`src/rtl/mem_pkg.sv`:
```
// Shared types and helpers for the tagged RAM read scheduler.
// Default widths match the out-of-order core's data RAM.
package mem_pkg;

  localparam int MEM_ADDR_W = 16;
  localparam int MEM_DATA_W = 16;
  localparam int MEM_TAG_W  = 8;

  typedef struct packed {
    logic [MEM_ADDR_W-1:0] addr;
    logic [MEM_TAG_W-1:0]  tag;
  } read_req_t;

  typedef struct packed {
    logic [MEM_TAG_W-1:0]  tag;
    logic [MEM_DATA_W-1:0] data;
  } read_rsp_t;

  function automatic int unsigned wrap_add(
    input int unsigned p,
    input int unsigned k,
    input int unsigned depth
  );
    int unsigned s;
    s = p + k;
    if (s >= depth) s = s - depth;
    return s;
  endfunction

endpackage

```
`src/rtl/read_rsp_pipe.sv`:
```
// Per-port response pipeline: carries the issued tag alongside
// the RAM read and captures the data word when the RAM presents it.
module read_rsp_pipe #(
  parameter int DATA_W  = 16,
  parameter int TAG_W   = 8,
  parameter int LATENCY = 0
) (
  input  logic              clk,
  input  logic              rst,
  input  logic              flush,
  input  logic              iss_valid,
  input  logic [TAG_W-1:0]  iss_tag,
  input  logic [DATA_W-1:0] ram_data,
  output logic              rsp_valid,
  output logic [TAG_W-1:0]  rsp_tag,
  output logic [DATA_W-1:0] rsp_data
);

  logic              v_q, v_d;
  logic [TAG_W-1:0]  tag_q, tag_d;
  logic [DATA_W-1:0] data_q, data_d;

  if (LATENCY == 0) begin : g_lat0
    // Combinational RAM: data is valid in the issue cycle
    always_comb begin
      v_d    = iss_valid;
      tag_d  = tag_q;
      data_d = data_q;
      if (iss_valid) begin
        tag_d  = iss_tag;
        data_d = ram_data;
      end
    end
  end else begin : g_lat1
    logic             s1_v_q, s1_v_d;
    logic [TAG_W-1:0] s1_tag_q, s1_tag_d;

    // Registered RAM: hold the tag one cycle, capture data after
    always_comb begin
      s1_v_d   = iss_valid;
      s1_tag_d = iss_valid ? iss_tag : s1_tag_q;
      v_d      = s1_v_q && !flush;
      tag_d    = tag_q;
      data_d   = data_q;
      if (s1_v_q) begin
        tag_d  = s1_tag_q;
        data_d = ram_data;
      end
    end

    // First stage register, cleared by reset
    always_ff @(posedge clk) begin
      if (rst) begin
        s1_v_q   <= 1'b0;
        s1_tag_q <= '0;
      end else begin
        s1_v_q   <= s1_v_d;
        s1_tag_q <= s1_tag_d;
      end
    end
  end

  // Output stage register
  always_ff @(posedge clk) begin
    if (rst) begin
      v_q    <= 1'b0;
      tag_q  <= '0;
      data_q <= '0;
    end else begin
      v_q    <= v_d;
      tag_q  <= tag_d;
      data_q <= data_d;
    end
  end

  // A flush kills the response landing in the flush cycle too
  assign rsp_valid = v_q && !flush;
  assign rsp_tag   = tag_q;
  assign rsp_data  = data_q;

endmodule

```
`src/rtl/mem_read_scheduler.sv`:
```
// In-order tagged RAM read request FIFO issuing up to RD_PORTS/cycle.
// Optional counters: define MEM_READ_SCHEDULER_STATS_EN.
module mem_read_scheduler
  import mem_pkg::*;
#(
  parameter int ADDR_W      = MEM_ADDR_W,
  parameter int DATA_W      = MEM_DATA_W,
  parameter int TAG_W       = MEM_TAG_W,
  parameter int DEPTH       = 11,
  parameter int RD_PORTS    = 2,
  parameter int RAM_LATENCY = 0
) (
  input  logic                         clk,
  input  logic                         rst,
  input  logic                         flush,
  input  logic                         hold,
  input  logic                         req_valid,
  output logic                         req_ready,
  input  logic [ADDR_W-1:0]            req_addr,
  input  logic [TAG_W-1:0]             req_tag,
  output logic [RD_PORTS*ADDR_W-1:0]   ram_addr,
  input  logic [RD_PORTS*DATA_W-1:0]   ram_data,
  output logic [RD_PORTS-1:0]          rsp_valid,
  output logic [RD_PORTS*TAG_W-1:0]    rsp_tag,
  output logic [RD_PORTS*DATA_W-1:0]   rsp_data,
  output logic [$clog2(DEPTH+1)-1:0]   count,
  output logic [31:0]                  stat_issued,
  output logic [31:0]                  stat_stall
);

  localparam int PW = (DEPTH > 1) ? $clog2(DEPTH) : 1;
  localparam int CW = $clog2(DEPTH+1);
  localparam int NW = $clog2(RD_PORTS+1);

  typedef struct packed {
    logic [ADDR_W-1:0] addr;
    logic [TAG_W-1:0]  tag;
  } ent_t;

  ent_t                       mem_q [DEPTH];
  logic [PW-1:0]              head_q, head_d;
  logic [PW-1:0]              tail_q, tail_d;
  logic [CW-1:0]              count_q, count_d;
  logic [RD_PORTS*ADDR_W-1:0] ram_addr_q, ram_addr_d;
  logic [NW-1:0]              n;
  logic [PW-1:0]              idx;
  logic                       accept;
  logic                       issue_en;
  logic [RD_PORTS-1:0]        iss_v;
  logic [RD_PORTS*TAG_W-1:0]  iss_tag;

  assign req_ready = count_q < CW'(DEPTH);
  assign accept    = req_valid && req_ready && !flush;
  assign issue_en  = !hold && !flush && !rst;

  // Pick up to RD_PORTS oldest entries; idle ports keep last address
  always_comb begin
    n          = '0;
    idx        = '0;
    iss_v      = '0;
    iss_tag    = '0;
    ram_addr_d = ram_addr_q;
    for (int p = 0; p < RD_PORTS; p++) begin
      if (issue_en && count_q > CW'(p)) begin
        idx = PW'(wrap_add(32'(head_q), p, DEPTH));
        iss_v[p] = 1'b1;
        iss_tag[p*TAG_W +: TAG_W] = mem_q[idx].tag;
        ram_addr_d[p*ADDR_W +: ADDR_W] = mem_q[idx].addr;
        n = n + NW'(1);
      end
    end
  end

  assign ram_addr = ram_addr_d;

  // Pointer and occupancy update; flush empties the queue
  always_comb begin
    head_d  = PW'(wrap_add(32'(head_q), 32'(n), DEPTH));
    tail_d  = accept ? PW'(wrap_add(32'(tail_q), 1, DEPTH)) : tail_q;
    count_d = count_q + CW'(accept) - CW'(n);
    if (flush) begin
      head_d  = '0;
      tail_d  = '0;
      count_d = '0;
    end
  end

  // Queue control state
  always_ff @(posedge clk) begin
    if (rst) begin
      head_q     <= '0;
      tail_q     <= '0;
      count_q    <= '0;
      ram_addr_q <= '0;
    end else begin
      head_q     <= head_d;
      tail_q     <= tail_d;
      count_q    <= count_d;
      ram_addr_q <= ram_addr_d;
    end
  end

  // Entry storage, written at the tail on accept
  always_ff @(posedge clk) begin
    if (accept && !rst) begin
      mem_q[tail_q] <= '{addr: req_addr, tag: req_tag};
    end
  end

  assign count = count_q;

  for (genvar p = 0; p < RD_PORTS; p++) begin : g_port
    read_rsp_pipe #(
      .DATA_W  (DATA_W),
      .TAG_W   (TAG_W),
      .LATENCY (RAM_LATENCY)
    ) u_pipe (
      .clk       (clk),
      .rst       (rst),
      .flush     (flush),
      .iss_valid (iss_v[p]),
      .iss_tag   (iss_tag[p*TAG_W +: TAG_W]),
      .ram_data  (ram_data[p*DATA_W +: DATA_W]),
      .rsp_valid (rsp_valid[p]),
      .rsp_tag   (rsp_tag[p*TAG_W +: TAG_W]),
      .rsp_data  (rsp_data[p*DATA_W +: DATA_W])
    );
  end

`ifdef MEM_READ_SCHEDULER_STATS_EN
  logic [31:0] stat_issued_q, stat_issued_d;
  logic [31:0] stat_stall_q, stat_stall_d;

  // Issue and stall counters; only reset clears them
  always_comb begin
    stat_issued_d = stat_issued_q + 32'(n);
    stat_stall_d  = stat_stall_q + 32'(req_valid && !req_ready);
  end

  // Counter registers
  always_ff @(posedge clk) begin
    if (rst) begin
      stat_issued_q <= '0;
      stat_stall_q  <= '0;
    end else begin
      stat_issued_q <= stat_issued_d;
      stat_stall_q  <= stat_stall_d;
    end
  end

  assign stat_issued = stat_issued_q;
  assign stat_stall  = stat_stall_q;
`else
  assign stat_issued = '0;
  assign stat_stall  = '0;
`endif

endmodule
```
`config.mk`:
```
export PLATFORM = sky130hd
export DESIGN_NAME = mem_read_scheduler
export DESIGN_NICKNAME = d
export VERILOG_FILES = /design/src/rtl/mem_pkg.sv /design/src/rtl/read_rsp_pipe.sv /design/src/rtl/mem_read_scheduler.sv
export SDC_FILE = /design/constraint.sdc
export NUM_CORES = 1
export LEC_CHECK = 0
export ABC_AREA = 1
export BUFFER_PORTS_ARGS = -buffer_cell sky130_fd_sc_hd__buf_2
export CELL_PAD_IN_SITES_DETAIL_PLACEMENT = 1
export CELL_PAD_IN_SITES_GLOBAL_PLACEMENT = 1
export CORE_ASPECT_RATIO = 0.5
export CORE_MARGIN = 2
export CORE_UTILIZATION = 48
export CTS_CLUSTER_DIAMETER = 40
export CTS_CLUSTER_SIZE = 12
export DETAILED_ROUTE_END_ITERATION = 8
export PLACE_DENSITY = 0.83
export SLEW_MARGIN = 20
export SYNTH_ARGS = -nofsm -noshare
export SYNTH_HDL_FRONTEND = slang
export SYNTH_SLANG_ARGS = --single-unit
```
`constraint.sdc`:
```
create_clock -name clk -period 8.8 [get_ports clk]
set_input_delay 1.76 -clock clk [delete_from_list [all_inputs] [get_ports clk]]
set_output_delay 1.76 -clock clk [all_outputs]
set_load 0.01 [all_outputs]
```
### Word-level counts from Yosys, hierarchy flattened

Memories as Yosys holds them, arrays and structs flattened.
Cells that the tools add are included.

* bits in writable memories: 264
* bits in registers: 94
* word-level logic and storage cells: 57
* input bits: 61
* output and inout port bits: 151
* memories kept: 1

* magnitude comparators: 7
* muxes and demuxes: 16
* add/subtract/negate cells: 10
* reductions and logical operators: 13

Memory list
* mem_q: depth 11, bits a word 24, rd ports 2, clocked after Yosys merged registers in 0, write ports 1, RTL line mem_read_scheduler.sv:40 `ent_t mem_q [DEPTH];`

Operators with widths (count)
* $mux 16: 2
* $mux 4: 6
* $mux 8: 2
* $sub 4x4->4 const B: 4
* $ge 5x4->1 const B: 3
* $add 4x1->5 const B: 2
* $logic_and 1x1->1: 9
* $gt 4x1->1 const B: 2
* $add 4x2->5: 1
* $mux 1: 5
* $add 4x1->4: 1
* $ge 4x4->1 const B: 1
* $lt 4x4->1 const B: 1
* $sub 4x2->4: 1
* $logic_not 1->1: 3
* $add 2x1->2 const B: 1
* $mux 2: 1
* $reduce_or 2->1: 1

### Logic depth before layout (Yosys ltp)

* depth in word-level cells: 10
* gate-level depth with buffers: 22
* mapped depth without buffers: 19

### Cells and area by module

Synthesis repeated with hierarchy kept, for this count alone.

* cells, all modules: 2144
* area, all modules: 18455.2 µm²

Modules (own cells, without submodules)
* mem_read_scheduler: instances 1, cells an instance 1830, seq. area each 8808.4 µm², area an instance 16435.8 µm²
* read_rsp_pipe: instances 2, cells an instance 157, seq. area each 500.5 µm², area an instance 1009.7 µm²

### Least setup slack after synthesis

OpenSTA, ideal clock, no wires.

* path type: input to output
* start: input rst
* end: output ram_addr[8]
* slack: 3.798 ns
* data required time: 7.040 ns
* arrival: 3.242 ns
* stages on the path: 11
* path buffers: 3
* cells stage by stage: buf_2 -> nor2_2 -> inv_1 -> nor2_1 -> inv_1 -> a21oi_2 -> a21oi_2 -> inv_2 -> buf_2 -> buf_2 -> a31oi_1

* longest elaborated chain between the ends: 4

RTL lines
* from (decl): RTL line mem_read_scheduler.sv:14 `input logic rst,`
* $logic_not 1->1: RTL line mem_read_scheduler.sv:54 `assign issue_en = !hold && !flush && !rst;`
* $logic_and 1x1->1: RTL line mem_read_scheduler.sv:54
* $logic_and 1x1->1: RTL line mem_read_scheduler.sv:64 `if (issue_en && count_q > CW'(p)) begin`
* $mux 16: RTL line mem_read_scheduler.sv:64
* to (decl): RTL line mem_read_scheduler.sv:21 `output logic [RD_PORTS*ADDR_W-1:0] ram_addr,`

No other way between the ends.

### Worst setup path after layout

* start: register head_q[0]
* end: output ram_addr[23]

* longest elaborated chain between the ends: 6
* elaborated cells on any way between the ends: 7
* those cells by class: 2 x add/sub; 1 x order compare; 3 x mux; 1 x memory

RTL lines
* from (decl): RTL line mem_read_scheduler.sv:41 `logic [PW-1:0] head_q, head_d;`
* from (signal assigned): RTL line mem_read_scheduler.sv:91 `head_q <= '0;`
* from (signal assigned): RTL line mem_read_scheduler.sv:96 `head_q <= head_d;`
* $add 4x1->5 (*): RTL line mem_pkg.sv:25 `s = p + k;`
* $sub 4x4->4 / $ge 5x4->1 (equally long branches): RTL line mem_pkg.sv:26 `if (s >= depth) s = s - depth;`
* $mux 4 (*): RTL line mem_pkg.sv:26
* $mux 4 (*): RTL line mem_read_scheduler.sv:64
* $mem_v2 11x24 (*)
* $mux 16 (*): RTL line mem_read_scheduler.sv:64

Every way passes the cells marked *; elsewhere a longest branch is shown, timed or not. The select of a mux whose other input is x is not followed.

==> impl_metrics.csv <==
group,metric,value,unit
global_route,grt_antenna_before_repair,1,
synthesis,synth_most_common_cell,"sky130_fd_sc_hd__nand2_1",
setup_path,regToRegSetupSlack,4.62,ns
synthesis,synth_area,18000,um^2
sta,hold_violations,0,
floorplan,core_area,37200,um^2
synthesis,synth.top_cells.by_area,"sky130_fd_sc_hd__edfxtp_1 44%, sky130_fd_sc_hd__dfxtp_1 10%, sky130_fd_sc_hd__nand3_1 9.2%, sky130_fd_sc_hd__nand2_1 7.2%, sky130_fd_sc_hd__o21ai_0 4.6%",
detailed_routing,remaining_drc_errors,0,
worst_hold_path,hold_path_startpoint,"ram_addr_q[15]$_SDFF_PP0_",
synthesis,synth.largest_area_cell,"sky130_fd_sc_hd__edfxtp_1",
synthesis,post_synth_num_cell_types,38,
worst_hold_path,hold_end,"ram_addr_q[15]$_SDFF_PP0_",
detailed_routing,routed-via-count,15400,
setup_path,path_max_fanout,70,
floorplan,start_util,48.4,%
synthesis,synth-seq-area-share,54.4,%
layout,area_delta_synth_final,11.8,%
synthesis,async_flop_share,0,%
global_route,grt_pass1_wl,90200,um
synthesis,synth-edff-count,264,
global_route,groute.usage.overall,29.8,%
setup_path,critical_path.cell_chain,"inv_2 -> ha_1 -> inv_1 -> nand2_1 -> nand3_2 -> nand2_4 -> nand2_4 -> nand2_4 -> nand2_4 -> buf_4 -> nand2_1 -> nand3_1 -> nand3_1 -> nand3_1 -> nand2_1 -> nand2_1 -> inv_1 -> buf_2",
sta,finalMaxSlewViolations,0,
clock_tree,clock_latency_late_sink,0.56,ns
layout,final_layout_size_suffix_gt1_share,14.2,%
sta,finalSetupTns,0,ns
clock_tree,cells_resized_by_post_cts_repair,0,
clock_tree,clk_path_buf_depth,3,
sta,fin_worst_skew,0.0270,ns
synthesis,synth-warning-count,0,
power,peak_ir_drop_on_the_vdd_network,0.000147,V
floorplan,floorplan.die_area,39200,um^2
synthesis,yosys-top-cells-count,"344 x sky130_fd_sc_hd__nand2_1, 332 x sky130_fd_sc_hd__nand3_1, 264 x sky130_fd_sc_hd__edfxtp_1",
clock_tree,cts.root.buffer_cell,"sky130_fd_sc_hd__clkbuf_16",
synthesis,portion_of_synthesized_cell_area_occupied_by_the_leading_cell_type,44.0,%
flow_run,maxCapViolations,0,
clock_tree,cts-hold-fix-buffers,0,
clock_tree,post-cts-setup-buffer-count,0,
clock_tree,cts_max_level,2,
sta,timing.max_slew.rel_slack,26.2,%
detailed_routing,postRouteAntennaNets,0,
placed_design,gp_congestion,0.806,
global_route,global_route_congestion_overflow_total,0,
setup_path,worst_setup_ep_type,"primary output",
setup_path,r2r.worst_path.cells,17,
worst_hold_path,min-delay-path-class,"register to register",
setup_path,worst-setup-path-type,"register to primary output",
clock_tree,clock_slew_at_the_register_clock_pins_of_the_worst_setup_and_hold_paths,0.06,ns
clock_tree,tritoncts_clock_tree,"done",
power,pwr_density_cell,179,nW/um^2
sta,hold_slack,0.472,ns
placed_design,hpwl_reported_at_the_end_of_detailed_placement,34400,um
clock_tree,tritoncts.num_buffers,40,
setup_path,worst_ep_required_time,7.04,ns
synthesis,dominant_synthesized_flop_cell,"sky130_fd_sc_hd__edfxtp_1",
run_status,status,"finished, final reports clean",
synthesis,postSynthRegisterBits,358,
floorplan,die-width,278,um
global_route,first_global_vias,16100,
sta,max_freq,0.154,GHz
setup_path,worstReg2RegEnd,"ram_addr_q[23]$_SDFF_PP0_",
power,total_leakage_power,0.00878,uW
setup_path,crit_arrival,4.74,ns
sta,setup_viol,0,
placed_design,place_area,18900,um^2
detailed_routing,drtIter0Drc,1357,
setup_path,cp_slowest_stage_delay,0.85,ns
worst_hold_path,hold_depth,2,
layout,final_nets,2219,
floorplan,die-height,141,um
sta,finalWorstPathRequiredPeriod,6.50,ns
sta,worst_pin_slew,1.10,ns
detailed_routing,post_dr_vias_cell,5.81,
detailed_routing,drt_pass1_iterations,6,
floorplan,fp-row-count,50,
layout,final_area,20100,um^2
setup_path,cpMaxStageDelayCell,"sky130_fd_sc_hd__nand2_4",
setup_path,rr_startpoint,"head_q[0]$_SDFF_PP0_",
floorplan,top_level_ports,212,
detailed_routing,routed_wl,58300,um
sta,rsz0062_at_grt,"false",
setup_path,timing.critical_path.from_type,"register",
synthesis,netlist_instances,2048,
sta,final.period_utilization,73.9,%
clock_tree,cts.sink_count,358,
detailed_routing,post_drt_wl_per_cell,22.0,um
global_route,grt_start_max_net_pins,82,
placed_design,io_buffer_count,147,
synthesis,syn-mean-instance-area,8.80,um^2
-- power breakdown --
group	internal [uW]	switching (uW)	total, uW
registers	1820	6.45	1830
logic	43.3	107	151
clock network	919	699	1620
total	2780	813	3600
-- cell type report --
cell class              instances  area, um^2
multi-input cells            1340        6680
fillers                      4344       17100
repair buffers                182         998
clock buffers                  52        1110
inverters                     215         808
clock inverters                15         120
flip-flops and latches        358        9810
well taps                     494         618
diodes                          1        2.50
-- state kept, by name, summed over array words and instances (netlist names) --
signal,cells
count,4
g_port.u_pipe.rsp_data,32
g_port.u_pipe.rsp_tag,16
g_port.u_pipe.v_q,2
head_q,4
mem_q,264
ram_addr_q,32
tail_q,4
-- critical path, delay by kind of cell (launching register included) --
kind                     cells  cell delay [ns]
buffers and inverters        5             0.92
AND/OR/NAND/NOR             12             2.28
adder cells (fa/ha/maj)      1             0.36
flip-flops                   1             0.55
-- metal layers --
metal  global-route usage, %  share of wire, %  vias up
met4                    11.9               3.5        0
met5                       0                 0        -
met2                    50.8                48      665
met1                    38.3                41     7662
li1                        -                 -     6971
met3                    4.69               7.8      142
-- per-stage QoR --
stage / worst slack [ns] / total power, uW / utilization [%] / std cells
final: 2.30 / 3600 / 54.1 / 2657
after global routing: 2.00 / 3700 / 54.1 / 2657
after CTS: 2.34 / 3610 / 54.1 / 2656
after detailed placement: 2.81 / 2010 / 50.8 / 2589
after global placement: 2.90 / 2010 / 50.8 / 2589
after floorplan: 3.80 / 1970 / - / 2111
-- worst max path at each step --
stage / start / to / slack [ns] / depth (start not counted)
finish: head_q[0]$_SDFF_PP0_ / ram_addr[23] / 2.30 / 18
global placement: flush / ram_addr[28] / 2.90 / 14
detailed placement: flush / ram_addr[23] / 2.81 / 14
floorplan: rst / ram_addr[8] / 3.80 / 11
global route: head_q[0]$_SDFF_PP0_ / ram_addr[23] / 2.00 / 18
CTS: head_q[0]$_SDFF_PP0_ / ram_addr[18] / 2.34 / 18
-- kinds of logic (layout without fill, tap and decap cells) --
logic type	Yosys count	after routing	share of synthesized area [%]
AOI/OAI and AO/OA	323	323	10.2
xor gates and xnor gates	5	5	0.243
adders and majority gates	21	21	1.54
buffers and inverters	413	464	10.5
DFF	358	358	54.4
other	1	65	0.0208
and+or+nand+nor	927	927	23.1
-- layout by cell type (no fill, tap or decap), types with 32 or more instances in the layout --
cell type,instances
sky130_fd_sc_hd__conb_1,64
sky130_fd_sc_hd__buf_4,35
sky130_fd_sc_hd__nand2_1,342
sky130_fd_sc_hd__a21oi_1,68
sky130_fd_sc_hd__dfxtp_1,94
sky130_fd_sc_hd__o21ai_0,166
sky130_fd_sc_hd__buf_2,147
sky130_fd_sc_hd__clkbuf_16,42
sky130_fd_sc_hd__nand3b_1,32
sky130_fd_sc_hd__nor2_1,165
sky130_fd_sc_hd__edfxtp_1,264
sky130_fd_sc_hd__o211ai_1,36
sky130_fd_sc_hd__nand3_1,332
sky130_fd_sc_hd__inv_1,207
No activity file was read; power rests on OpenSTA's default activity.
